**src/rtl/ame_num_divide.sv**
```systemverilog
// Sequential unsigned radix-2 restoring divider: one quotient bit per clock.
// Handshake: div_init_i loads operands, div_done_o pulses once when results are valid.
module ame_num_divide #(
  parameter int unsigned DIV_DATA_BITS = 64,
  parameter int unsigned DIV_CNT_BITS  = 7
) (
  input  logic                     clk_i,
  input  logic                     rst_n_i,
  input  logic                     div_init_i,
  output logic                     div_busy_o,
  output logic                     div_done_o,
  input  logic [DIV_DATA_BITS-1:0] div_dividend_i,
  input  logic [DIV_DATA_BITS-1:0] div_divisor_i,
  output logic [DIV_DATA_BITS-1:0] div_quotient_o,
  output logic [DIV_DATA_BITS-1:0] div_remainder_o,
  output logic                     div_zero_o
);

  localparam int unsigned W = DIV_DATA_BITS;
  localparam logic [DIV_CNT_BITS-1:0] LAST_CNT = DIV_CNT_BITS'(DIV_DATA_BITS - 1);

  typedef enum logic [1:0] {IDLE, CALC, DONE} state_t;

  state_t                  state_q, state_d;
  logic [W:0]              rem_q, rem_next;
  logic [W+1:0]            rem_shift;
  logic [W-1:0]            quot_q, quot_next, dvsr_q;
  logic [DIV_CNT_BITS-1:0] cnt_q;
  logic                    zero_q;
  logic                    trial_ok, load, last_step;
  logic [W-1:0]            quot_res_q, rem_res_q;
  logic                    zero_res_q;

  always_comb begin
    load      = ((state_q == IDLE) || (state_q == DONE)) && div_init_i;
    last_step = (state_q == CALC) && (cnt_q == LAST_CNT);
  end

  // Widened compare replaces the sign test of (rem_shifted - D); a zero divisor
  // always passes it, which naturally yields an all-ones quotient and remainder = N.
  always_comb begin
    rem_shift = {rem_q, quot_q[W-1]};
    trial_ok  = (rem_shift >= {2'b00, dvsr_q});
    rem_next  = trial_ok ? (rem_shift[W:0] - {1'b0, dvsr_q}) : rem_shift[W:0];
    quot_next = {quot_q[W-2:0], trial_ok};
  end

  always_comb begin
    state_d = state_q;
    case (state_q)
      IDLE:    if (div_init_i) state_d = CALC;
      CALC:    if (last_step)  state_d = DONE;
      DONE:    state_d = div_init_i ? CALC : IDLE;
      default: state_d = IDLE;
    endcase
  end

  always_ff @(posedge clk_i or negedge rst_n_i) begin
    if (!rst_n_i) state_q <= IDLE;
    else          state_q <= state_d;
  end

  always_ff @(posedge clk_i or negedge rst_n_i) begin
    if (!rst_n_i) begin
      rem_q      <= '0;
      quot_q     <= '0;
      dvsr_q     <= '0;
      cnt_q      <= '0;
      zero_q     <= 1'b0;
      quot_res_q <= '0;
      rem_res_q  <= '0;
      zero_res_q <= 1'b0;
    end else if (load) begin
      rem_q  <= '0;
      quot_q <= div_dividend_i;
      dvsr_q <= div_divisor_i;
      cnt_q  <= '0;
      zero_q <= (div_divisor_i == '0);
    end else if (state_q == CALC) begin
      rem_q  <= rem_next;
      quot_q <= quot_next;
      cnt_q  <= cnt_q + DIV_CNT_BITS'(1);
      if (last_step) begin
        quot_res_q <= quot_next;
        rem_res_q  <= rem_next[W-1:0];
        zero_res_q <= zero_q;
      end
    end
  end

  assign div_busy_o      = (state_q == CALC);
  assign div_done_o      = (state_q == DONE);
  assign div_quotient_o  = quot_res_q;
  assign div_remainder_o = rem_res_q;
  assign div_zero_o      = zero_res_q;

endmodule

```
**config.mk**
```make
export PLATFORM = sky130hd
export DESIGN_NAME = ame_num_divide
export DESIGN_NICKNAME = d
export VERILOG_FILES = /design/src/rtl/ame_num_divide.sv
export SDC_FILE = /design/constraint.sdc
export NUM_CORES = 1
export LEC_CHECK = 0
export CORE_MARGIN = 2
export CORE_UTILIZATION = 59
export CTS_CLUSTER_DIAMETER = 80
export CTS_CLUSTER_SIZE = 14
export DETAILED_ROUTE_END_ITERATION = 6
export PLACE_DENSITY_LB_ADDON = 0.25
export SYNTH_ARGS = -nofsm -noshare
export SYNTH_HDL_FRONTEND = slang
export SYNTH_SLANG_ARGS = --single-unit
```
**constraint.sdc**
```tcl
create_clock -name clk_i -period 8.9 [get_ports clk_i]
set_clock_uncertainty 0.15 [all_clocks]
set_input_delay 0.89 -clock clk_i [delete_from_list [all_inputs] [get_ports clk_i]]
set_output_delay 0.89 -clock clk_i [all_outputs]
set_load 0.02 [all_outputs]
```
==> metrics.txt <==
status=complete, no violations; CP Class=flip-flop to flip-flop; Die ar.=30500 um2; ys async rst share=between 90% and 100%; worst vdd ir=roughly 0.19 mV; dpl cell area=between 15000 and 20000 um2; r2r startpoint=quot_q[63]; Via-to-Cell Ratio=just under 6; switching share of power=between 40% and 50%; DR vias=15000; Sequential Power Share=~28%; final instance area=slightly above 20000 um2; number of synthesized flops with an enable pin=0; period utilization=about half; dpl cells=2524; Wirelength per Cell=around 19 um; GR Util All Layers=31.2%; CTS root buf=clkbuf_16; mux cell area share after synthesis=1.61%; ranking of synthesized cells by area=dfrtp_1 48%, nand2_1 12%, o21ai_0 6.3%; Slew Viols, Final=0; CP required=around 9 ns; Final Hold Vio Count=0; CTS tree=yes; vias in the first global route=14700; Synth cell types=73; Power Internal=roughly 5.0 mW; area fraction of the dominant cell type after synthesis=between 40% and 50%; most frequent cells in the layout=563 x nand2_1, 332 x dfrtp_1, 260 x clkdlybuf4s50_1; chip width=between 150 and 200 um; Die H=175 um; post-route minimum period=around 4.5 ns; Synth Register Bits=roughly 330; Fmax=0.221 GHz; # diodes=0; Fin Hold WS=roughly 0.29 ns; non-filler cells, final=around 2600; P_leak=between 9 and 10 nW; postcts setup bufs=0; Syn Area/Cell=8.69 um2; CTS resizes=0; initial antenna violation count=1; GPL Wtd Cong=0.938; global-route wire length before repair=~77000 um; xor-xnor portion of the synthesized cell area=roughly 2.8%; Main synth FF type=dfrtp_1; area of the core=~29000 um2; Final TNS setup=0 ns; Seq/Total Area, Yosys=between 40% and 50%; row count=62; post-synthesis net count=2171; Critical Path Start=quot_q[63]; P&R area growth vs syn=20.5%; complex-gate fraction of the synthesized area=~19%; Synth Warn #=0; crit-path max FO=29; Post-CTS Hold Fix Bufs=0; Gate power share=around three fifths; largest family of logic cells by synthesized area=compound AO/OA/AOI/OAI gates; largest net degree at the start of global routing=around 120; clock latency at the later pin of the worst-skew pair=0.57 ns; final net count=about 2400; Clk pin slew, worst setup/hold paths=0.07 ns; Starting Density=59.8%; Port Buf Inserts=261; Worst slew margin=approximately 28%; largest area contributor in the netlist=dfrtp_1; Overall Power=9.27 mW; Final Util=just over 70%; setup violators final=0; H-tree depth=1; clk sinks=332; CP Capture Type=flip-flop; # IOs=around 260; commonest non-fill, non-tap cell in the layout=nand2_1; Post-Synthesis Cells=around 2000; Routed WL=about 47000 um; DRT iter0 DRCs=1251; arrival time at the worst endpoint=roughly 4.8 ns; Worst Hold Class=input pin to async pin; post-synthesis adder-cell area fraction=under 10%; HPWL Detailed=33200 um; mapped cell area=17200 um2; crit path launch type=flip-flop; Post-Synth Simple-Gate Area=a little under a fifth; Power Density=around 450 nW/um2; GRT Residual Overflow=0; CTS buffer count=27; net switching power=about 4.3 mW; Worst-Margin Slew=1.08 ns; CTS Buffer Depth=3; setup ws final=roughly 4.4 ns; Post-DRT Antenna Nets=0; Max-cap violations=0; clock share of power=between 10% and 20%; DRT Pass-1 Iters=5; share of cells above drive strength 1=under 10%; FILL cells=between 2000 and 2500; DP Worst Slack=~4.4 ns; Post-route DRC=0; RSZ-0062 raised after global routing=false
routing by layer:
| metal | vias up | GRT usage, % | wire, um | share of wire [%] |
|---|---|---|---|---|
| met3 | 96 | 8.29 | 4370 | 9.2 |
| met2 | 550 | 48.0 | 21100 | 44 |
| met1 | 7230 | 43.2 | 20400 | 43 |
| li1 | 7156 | - | - | - |
| met5 | - | 0 | 12 | 0.025 |
| met4 | 2 | 10.8 | 1600 | 3.4 |
power groups by stage:
stage | clock (mW) | combinational, mW | sequential [mW]
floorplan | 0 | 3.91 | 2.65
detailed placement | 0 | 5.52 | 2.59
global placement | 0 | 5.37 | 2.57
global route | 1.15 | 6.25 | 2.65
finish | 1.08 | 5.61 | 2.58
CTS | 1.09 | 5.55 | 2.58
state kept, by name, indices dropped and copies added (netlist names):
signal,count
cnt_q,7
div_quotient_o,64
div_remainder_o,64
div_zero_o,1
dvsr_q,64
quot_q,64
rem_q,65
state_q,2
zero_q,1
cell usage after synthesis, types with 3 or more instances:
cell type	number
nand2_1	564
dfrtp_1	332
o21ai_0	217
a21oi_1	95
clkbuf_1	90
inv_1	83
ha_1	65
a22oi_1	63
nor2_1	58
a21o_1	43
nand3_1	38
xnor2_1	30
xor2_1	25
nand4_1	20
mux2i_1	19
nor4_1	19
o21ai_1	17
and3_1	13
a31oi_1	11
nor3_1	11
o21bai_1	11
o21a_1	10
and2_1	9
buf_2	9
nand2b_1	9
nor2b_1	8
o31ai_1	8
a22o_1	7
buf_1	7
a221o_1	6
o211ai_1	6
a32oi_1	5
mux2_2	5
a21boi_0	4
a211oi_1	3
o31a_1	3
or3_1	3
layout make-up:
type	instances	area, um2	area share, %
clock inverter	1	8.76	0.0424
sequential	332	8310	40.2
clock buffer	29	703	3.40
timing repair buffer	274	2720	13.1
inverter	84	315	1.53
tap	384	480	2.32
multi-input combinational	1450	8140	39.4
cell families after synthesis:
logic type                 after synthesis
DFF                                    332
muxes                                   26
AOI/OAI and AO/OA                      539
and+or+nand+nor                        764
xor gates and xnor gates                55
adders and majority gates               66
buffers and inverters                  192
worst max-delay path: stages (launching register included):
cell,delay (ns)
dfrtp_1,0.38
inv_1,0.09
ha_1,0.17
inv_1,0.05
fa_1,0.40
a21o_1,0.23
a311o_1,0.37
a22oi_1,0.28
o31a_1,0.27
o21ai_2,0.15
nand3b_1,0.16
nand2_2,0.13
a31oi_4,0.55
buf_4,0.43
nor2_1,0.21
a32oi_1,0.23
o21ai_0,0.10
path summary, 6_finish.rpt:
kind,to,slack (ns),cells past startpoint
setup / recovery,rem_q[64],4.38,16
hold / removal,div_remainder_o[12],0.29,1
setup reg to reg,rem_q[64],4.38,16
hold reg to reg,div_quotient_o[28],0.32,2
max in group asynchronous,quot_q[3],6.77,2
min in group clk_i,div_quotient_o[28],0.32,2
Power figures use the tool's default switching activity.
